===== src/rtl/int_seq_pkg.sv =====
// Shared types and default vector addresses for the interrupt sequencer.
// Imported by the sequencer top and its testbench-visible parameters.
package int_seq_pkg;

  typedef enum logic [2:0] {
    IDLE,
    RES_HOLD,
    RES_PEND,
    RES_SEQ,
    HW_SEQ,
    SW_SEQ
  } state_t;

  typedef enum logic [1:0] {
    SEL_RES,
    SEL_NMI,
    SEL_IRQ
  } vec_sel_t;

  localparam int unsigned RES_MIN_LOW_DEF = 2;
  localparam logic [15:0] VEC_NMI_DEF = 16'hFFFA;
  localparam logic [15:0] VEC_RES_DEF = 16'hFFFC;
  localparam logic [15:0] VEC_IRQ_DEF = 16'hFFFE;

endpackage


===== src/rtl/interrupt_sequencer_nmi_edge_detector.sv =====
// Falling-edge capture of the NMI pin; pending flag held until the
// NMI vector is taken.
module nmi_edge_detector (
  input  logic clk_1,
  input  logic clear,
  input  logic nmi_n,
  input  logic take,
  output logic nmi_pend
);

  logic nmi_prev;

  // A fresh edge in the take cycle wins over the clear.
  always_ff @(posedge clk_1 or posedge clear) begin
    if (clear) begin
      nmi_prev <= 1'b1;
      nmi_pend <= 1'b0;
    end else begin
      nmi_prev <= nmi_n;
      nmi_pend <= (nmi_prev & ~nmi_n)
                | (nmi_pend & ~take);
    end
  end

endmodule


===== src/rtl/interrupt_sequencer.sv =====
// Sequences reset, NMI, IRQ and BRK entry: arbitration, BRK forcing,
// write suppression during reset and vector selection with NMI hijack.
module interrupt_sequencer
  import int_seq_pkg::*;
#(
  parameter int unsigned RES_MIN_LOW = RES_MIN_LOW_DEF,
  parameter logic [15:0] VEC_NMI = VEC_NMI_DEF,
  parameter logic [15:0] VEC_RES = VEC_RES_DEF,
  parameter logic [15:0] VEC_IRQ = VEC_IRQ_DEF
) (
  input  logic        clk_1,
  input  logic        reset,
  input  logic        rdy,
  input  logic        sync,
  input  logic        brk_op,
  input  logic        vec_fetch,
  input  logic        seq_done,
  input  logic        res_n,
  input  logic        nmi_n,
  input  logic        irq_n,
  input  logic        i_flag,
  output logic        force_brk,
  output logic        write_inhibit,
  output logic        b_flag,
  output logic [15:0] vector_addr,
  output logic        nmi_ack,
  output logic        busy
);

  localparam int CW = $clog2(RES_MIN_LOW + 1);
  localparam logic [CW-1:0] RES_MAX = CW'(RES_MIN_LOW);

  state_t         state_q;
  state_t         state_d;
  state_t         eff;
  vec_sel_t       live_sel;
  logic [CW-1:0]  res_cnt;
  logic [15:0]    live_vec;
  logic [15:0]    vec_lat;
  logic           vec_lat_valid;
  logic           res_hit;
  logic           in_seq;
  logic           in_res;
  logic           int_req_q;
  logic           irq_pend;
  logic           nmi_pend;
  logic           latch;
  logic           take;

  nmi_edge_detector u_nmi (
    .clk_1    (clk_1),
    .clear    (reset),
    .nmi_n    (nmi_n),
    .take     (take),
    .nmi_pend (nmi_pend)
  );

  assign res_hit  = (res_cnt == RES_MAX);
  assign irq_pend = ~irq_n & ~i_flag;
  assign in_seq   = state_q inside {RES_SEQ, HW_SEQ, SW_SEQ};
  assign in_res   = state_q inside {RES_HOLD, RES_PEND, RES_SEQ};
  assign latch    = rdy & vec_fetch & in_seq;
  assign take     = latch & (live_sel == SEL_NMI);

  always_comb begin
    live_sel = SEL_IRQ;
    if (in_res)
      live_sel = SEL_RES;
    else if (nmi_pend)
      live_sel = SEL_NMI;
  end

  always_comb begin
    live_vec = VEC_IRQ;
    unique case (live_sel)
      SEL_RES: live_vec = VEC_RES;
      SEL_NMI: live_vec = VEC_NMI;
      default: live_vec = VEC_IRQ;
    endcase
  end

  // seq_done retires the old sequence before the sync decision.
  always_comb begin
    state_d   = state_q;
    force_brk = 1'b0;
    eff       = state_q;
    if (rdy && seq_done && in_seq)
      eff = IDLE;
    if (rdy) begin
      state_d = eff;
      if (sync) begin
        priority case (1'b1)
          eff == RES_PEND: begin
            state_d   = RES_SEQ;
            force_brk = 1'b1;
          end
          eff == IDLE && int_req_q: begin
            state_d   = HW_SEQ;
            force_brk = 1'b1;
          end
          eff == IDLE && brk_op:
            state_d = SW_SEQ;
          default: ;
        endcase
      end
    end
    if (state_q == RES_HOLD)
      state_d = res_n ? RES_PEND : RES_HOLD;
    else if (res_hit)
      state_d = RES_HOLD;
  end

  always_ff @(posedge clk_1 or posedge reset) begin
    if (reset) begin
      state_q       <= RES_PEND;
      res_cnt       <= '0;
      int_req_q     <= 1'b0;
      vec_lat       <= VEC_RES;
      vec_lat_valid <= 1'b0;
    end else begin
      state_q <= state_d;
      if (res_n)
        res_cnt <= '0;
      else if (!res_hit)
        res_cnt <= res_cnt + 1'b1;
      if (rdy)
        int_req_q <= nmi_pend | irq_pend;
      if (latch)
        vec_lat <= live_vec;
      if (res_hit)
        vec_lat_valid <= 1'b0;
      else if (rdy && seq_done && in_seq)
        vec_lat_valid <= 1'b0;
      else if (latch)
        vec_lat_valid <= 1'b1;
    end
  end

  assign vector_addr   = vec_lat_valid ? vec_lat : live_vec;
  assign nmi_ack       = take;
  assign write_inhibit = in_res;
  assign b_flag        = (state_q == SW_SEQ);
  assign busy          = (state_q != IDLE);

endmodule


===== config.mk =====
export PLATFORM = sky130hd
export DESIGN_NAME = interrupt_sequencer
export DESIGN_NICKNAME = d
export VERILOG_FILES = /design/src/rtl/int_seq_pkg.sv /design/src/rtl/interrupt_sequencer_nmi_edge_detector.sv /design/src/rtl/interrupt_sequencer.sv
export SDC_FILE = /design/constraint.sdc
export NUM_CORES = 1
export LEC_CHECK = 0
export BUFFER_PORTS_ARGS = -buffer_cell sky130_fd_sc_hd__buf_2
export CAP_MARGIN = 20
export CORE_MARGIN = 2
export CORE_UTILIZATION = 43
export DETAILED_ROUTE_END_ITERATION = 8
export GPL_TIMING_DRIVEN = 0
export MAX_ROUTING_LAYER = met4
export PLACE_DENSITY_LB_ADDON = 0.1
export REMOVE_ABC_BUFFERS = 1
export SETUP_SLACK_MARGIN = 0.2
export SYNTH_ARGS = -nofsm -noshare
export SYNTH_HDL_FRONTEND = slang
export SYNTH_HIERARCHICAL = 1
export SYNTH_SLANG_ARGS = --single-unit

===== constraint.sdc =====
create_clock -name clk_1 -period 1.43 [get_ports clk_1]
set_clock_uncertainty 0.1 [all_clocks]
set_input_delay 0.143 -clock clk_1 [delete_from_list [all_inputs] [get_ports clk_1]]
set_output_delay 0.143 -clock clk_1 [all_outputs]
set_load 0.1 [all_outputs]

# ---- Word-level counts from Yosys, hierarchy flattened
# Index checks and enable logic that the tools add are counted.
dict set report totals {
  inputBits 11
  wordCells 62
  register_bits 25
  out_inout_bits 21
}
dict set report classes {
  n_eq_ne 9
  n_bitwise 12
  muxes 22
  reduce_logical 11
  addsub 1
}
# op n
set ops {}
lappend ops {{$mux W3} 8}
lappend ops {{$mux W16} 1}
lappend ops {{$reduce_bool A3 Y1} 5}
lappend ops {{$mux W2} 5}
lappend ops {{$eq A3 B2 Y1 const B} 3}
lappend ops {{$mux W1} 7}
lappend ops {{$and A1 B1 Y1} 6}
lappend ops {{$eq A3 B3 Y1 const B} 2}
lappend ops {{$pmux W3 S2} 1}
lappend ops {{$logic_and A1 B1 Y1} 4}
lappend ops {{$not A1 Y1} 4}
lappend ops {{$eq A3 B1 Y1 const B} 1}
lappend ops {{$logic_not A3 Y1} 1}
lappend ops {{$add A2 B1 Y2 const B} 1}
lappend ops {{$eq A2 B1 Y1 const B} 1}
lappend ops {{$eq A2 B2 Y1 const B} 1}
lappend ops {{$logic_not A2 Y1} 1}
lappend ops {{$ne A2 B2 Y1 const B} 1}
lappend ops {{$or A1 B1 Y1} 2}

# ---- Longest topological paths before layout
dict set report depth {
  ltp_word 13
  mapped_depth 6
  ltp_nobuf 5
}

# ---- Modules after synthesis
# The synthesis kept the hierarchy.
# module cells_each area_per_inst_um2 seq_area_each_um2 instances
set modules_own_cells {}
lappend modules_own_cells {interrupt_sequencer 93 760.7 227.7 1}
lappend modules_own_cells {nmi_edge_detector 6 75.1 51.3 1}

# ---- Least setup slack after synthesis
# Ideal clock, no wire load.
dict set report synth_timing {
  path_kind {register to output}
  startpoint {reg state_q[1]}
  endpoint {out vector_addr[2]}
  t_arrival_ps 3684
  n_path_buf 1
  stages_incl_launch_ff 6
  t_required_ps 1187
  setup_slack_ps -2497
  cell_sequence {dfstp_2 buf_4 nor2_1 nor2_1 nor3b_1 a21oi_1}
}
dict set report synth_via {
  elab_chain_cells 6
  word_cells_on_any_way 9
  classes_between {4 x eq/ne; 3 x mux; 2 x reduce/logical}
}
# item line
set synth_lines {}
lappend synth_lines {{start, declared} interrupt_sequencer.sv:33} ;# state_t state_q;
lappend synth_lines {{start signal, assigned} interrupt_sequencer.sv:121} ;# state_q <= state_d;
lappend synth_lines {{$eq A3 B1 Y1 or $eq A3 B2 Y1 (tied branches)} interrupt_sequencer.sv:61} ;# assign in_res = state_q inside {RES_HOLD, RES_PEND, RES_SEQ};
lappend synth_lines {{$reduce_bool A3 Y1 *} interrupt_sequencer.sv:61}
lappend synth_lines {{named net write_inhibit} interrupt_sequencer.sv:23} ;# output logic write_inhibit,
lappend synth_lines {{$mux W2 *} interrupt_sequencer.sv:67} ;# if (in_res)
lappend synth_lines {{$eq A2 B1 Y1 or $logic_not A2 Y1 (tied branches)} interrupt_sequencer.sv:75} ;# unique case (live_sel)
lappend synth_lines {{$pmux W3 S2 *} interrupt_sequencer.sv:75}
lappend synth_lines {{$mux W16 *} interrupt_sequencer.sv:139} ;# assign vector_addr = vec_lat_valid ? vec_lat : live_vec;
lappend synth_lines {{end, declared} interrupt_sequencer.sv:25} ;# output logic [15:0] vector_addr,
# The timed path passes the listed nets; every way through them passes the cells marked *.

# ---- Worst setup path after layout
dict set report layout_timing {
  startpoint {reg state_q[1]}
  endpoint {out force_brk}
}
dict set report layout_via {
  elab_chain_cells 10
  word_cells_on_any_way 13
  classes_between {4 x eq/ne; 5 x mux; 4 x reduce/logical}
}
# item line
set layout_lines {}
lappend layout_lines {{$eq A3 B2 Y1 or $eq A3 B3 Y1 (tied branches)} interrupt_sequencer.sv:60} ;# assign in_seq = state_q inside {RES_SEQ, HW_SEQ, SW_SEQ};
lappend layout_lines {{$reduce_bool A3 Y1} interrupt_sequencer.sv:60}
lappend layout_lines {{$logic_and A1 B1 Y1} interrupt_sequencer.sv:87} ;# if (rdy && seq_done && in_seq)
lappend layout_lines {{$mux W3 *} interrupt_sequencer.sv:87}
lappend layout_lines {{$logic_not A3 Y1} interrupt_sequencer.sv:97} ;# eff == IDLE && int_req_q: begin
lappend layout_lines {{$logic_and A1 B1 Y1} interrupt_sequencer.sv:97}
lappend layout_lines {{$mux W1} interrupt_sequencer.sv:92} ;# priority case (1'b1)
lappend layout_lines {{$mux W1 *} interrupt_sequencer.sv:92}
lappend layout_lines {{$mux W1 *} interrupt_sequencer.sv:91} ;# if (sync) begin
lappend layout_lines {{$mux W1 *} interrupt_sequencer.sv:89} ;# if (rdy) begin
lappend layout_lines {{end, declared} interrupt_sequencer.sv:22} ;# output logic force_brk,
# Every way passes the cells marked *; elsewhere a longest branch is shown, timed or not.

==> impl_metrics.env <==
export IMPL_antenna_cells=0
export IMPL_power_density_nw_per_um2=2500
export IMPL_violations="setup timing"
export IMPL_clock_latency_ns=0.27
export IMPL_dieArea_um2=2310
export IMPL_dieHeight_um=48.1
export IMPL_num_rows=15
export IMPL_dp_hpwl_mm=1.12
export IMPL_antenna_found_initial=0
export IMPL_worstSetupPathType="register to output port"
export IMPL_leakagePower_uw=0.000531
export IMPL_ios=32
export IMPL_die_x_um=48.1
export IMPL_grt_util_all_layers_pct=17.6
export IMPL_layout_nets=140
export IMPL_setup_ws_ns=-0.329
export IMPL_initial_utilization_pct=46.9
export IMPL_ys_warn_count=6
export IMPL_clk_path_buf_depth=2
export IMPL_gr_usage_met2_pct=29.3
export IMPL_design_core_area_um2=1780
export IMPL_irDropWorstVdd_mv=1.18
export IMPL_grt_max_degree=12
export IMPL_grt_pass1_vias=644
export IMPL_setup_viol=13
export IMPL_drive_gt1_share_pct=39.4
export IMPL_maxSlewViolCount=0
export IMPL_synth_edff_count=0
export IMPL_wl_mm=1.75
export IMPL_min_delay_start="vec_fetch"
export IMPL_outcome="finished with violations"
export IMPL_cts_root_buffer="clkbuf_4"
export IMPL_cp_max_fo=6
export IMPL_arrival_ns=1.52
export IMPL_cts_tree="done"
export IMPL_num_vias=735
export IMPL_ys_flop_type="dfrtp_1"
export IMPL_overflow=0
export IMPL_post_drt_wl_per_cell_um=11.5
export IMPL_area_growth_pct=32.8
export IMPL_use_met1_pct=20.7
export IMPL_synth_seq_area_share_pct=33.4
export IMPL_dp_cells=134
export IMPL_fin_util_pct=62.2
export IMPL_syn_instance_count=99
export IMPL_grt_pass1_wl_mm=2.70
export IMPL_gp_congestion=0.775
export IMPL_start_kind="register"
export IMPL_antenna_left=0
export IMPL_maxCapViolCount=0
export IMPL_ys_ff_latch=11
export IMPL_p_total_uw=2780
export IMPL_vias_per_cell=4.84
export IMPL_ys_top_cells_by_area="dfrtp_1, buf_4, dfstp_2"
export IMPL_fin_crit_sh_pct=123
export IMPL_critPathCaptureType="output port"
export IMPL_gr_usage_met3_pct=6.79
export IMPL_numCtsBuffers=3
export IMPL_synth_cell_types=34
export IMPL_drt_first_pass_iters=4
export IMPL_final_hold_viol_count=0
export IMPL_portBuffers=17
export IMPL_synth_area_um2=836
export IMPL_clkSlewWorstSetupHoldPaths_ns=0.07
export IMPL_async_reset_ff_share_pct=100
export IMPL_synth_top_cell_area_share_pct=24.0
export IMPL_max_clock_freq_ghz=0.568
export IMPL_drtIter0Drc=10
export IMPL_h_tree_depth=1
export IMPL_hold_path_class="input pin to register"
export IMPL_synth_avg_cell_area_um2=8.44
export IMPL_crit_start="state_q[1]"
export IMPL_reg2reg_from="state_q[1]"
export IMPL_instances_no_fill=152
export IMPL_rsz0062_at_grt="yes"
export IMPL_grt_busiest_layer="met2"
export IMPL_yosysTopAreaCell="dfrtp_1"
export IMPL_fin_crit_ns=1.76
export IMPL_cp_required_ns=1.19
export IMPL_cts_sinks=11
export IMPL_drc_errors=0
[final cells by class]
| type | count | area [µm²] |
|---|---|---|
| fill | 170 | 673 |
| multi-input combinational | 73 | 473 |
| sequential | 11 | 282 |
| timing repair buffer | 31 | 268 |
| tap | 25 | 31.3 |
| inverter | 8 | 30.0 |
| clock buffer | 4 | 26.3 |
[synth_stat cells, types with 2 or more instances]
cell type and instances:
a21oi_1 9, a31oi_1 2, and2_1 2, and2b_4 2, buf_4 17, conb_1 2
dfrtp_1 8, dfstp_2 3, inv_1 8, nand2_1 5, nand3_1 2, nand3b_1 2
nand4_1 2, nor2_1 11, nor2b_1 2, nor3b_1 2, o21ai_0 3
[per-stage QoR]
stage	instance area [µm²]	setup TNS (ns)	worst slack, ns	hold WS (ns)
2_1_floorplan	744	-7.81	-2.44	-0.217
3_3_place_gp	861	-1.63	-0.349	-0.101
3_5_place_dp	861	-1.60	-0.355	-0.0936
4_1_cts	1070	-2.44	-0.340	0.0369
5_1_grt	1110	-3.22	-0.396	0.0505
6_report	1110	-2.46	-0.329	0.0451
[power by group]
part	switching [µW]	total, µW	internal (µW)
sequential	124	568	444
clock	102	210	108
combinational	1290	2000	708
[logic make-up (layout without fill, tap and decap cells)]
logic type               after synthesis  after routing  share of synthesized area (%)
AO/OA/AOI/OAI                         23             23                           19.8
XOR/XNOR                               1              1                           1.05
adder cells (fa/ha/maj)                1              1                           1.50
other                                  2             14                          0.899
flip-flops                            11             11                           33.4
AND/OR/NAND/NOR                       34             34                           23.5
buffers and inverters                 27             43                           19.9
[path summary, 6_finish.rpt]
check	endpoint	cells past startpoint	slack, ns
setup / recovery	force_brk	5	-0.33
hold / removal	vec_lat[2]	3	0.05
setup reg to reg	state_q[2]	6	-0.14
hold reg to reg	vec_lat[2]	2	0.40
max in group asynchronous	state_q[1]	3	0.61
min in group asynchronous	u_nmi/nmi_pend	3	0.17
[routing by layer]
layer,vias to the layer above,wire (µm)
li1,366,-
met1,349,782
met2,20,879
met5,-,0
met3,0,84
met4,0,0
[registers in the layout, summed over array words and instances (netlist names)]
name and count:
vec_lat_valid 1, u_nmi/nmi_pend 1, u_nmi/nmi_prev 1, res_cnt 2
state_q 3, int_req_q 1, vec_lat 2
[cells in the final DEF, fill, tap and decap left out, drive strengths merged]
master       synthesis  final
or3                  1      1
inv                  8      8
nor2                11     11
nor2b                2      2
o21a                 1      1
a221oi               1      1
o21ai                3      3
o2bb2ai              1      1
dfstp                3      3
o211ai               1      1
nor3b                2      2
and4                 1      1
nand3                3      3
a31oi                2      2
nand4                2      2
a21oi                9      9
ha                   1      1
o22ai                1      1
a32o                 1      1
and2                 2      2
o21bai               1      1
clkbuf               1      4
buf                 18     28
a21o                 1      1
a22o                 1      1
nand3b               2      2
nand2                5      5
xor2                 1      1
and2b                2      2
nand2b               1      1
conb                 2     14
dfrtp                8      8
dlygate4sd3          0      3
[critical path, cell delays in order (launching register included)]
cell,delay [ns]
dfstp_2,0.59
nand4_1,0.09
a21oi_1,0.14
a31oi_1,0.06
nor2_1,0.14
buf_6,0.24
[what timing repair did]
action,CTS,global route
setup buffers,8,3
setup endpoints to repair,13,16
hold buffers,3,0
endpoints found under the hold margin,13,0
pin swaps,14,3
gates cloned,0,0
gates resized for setup,28,5
(Power assumes the default switching activity.)
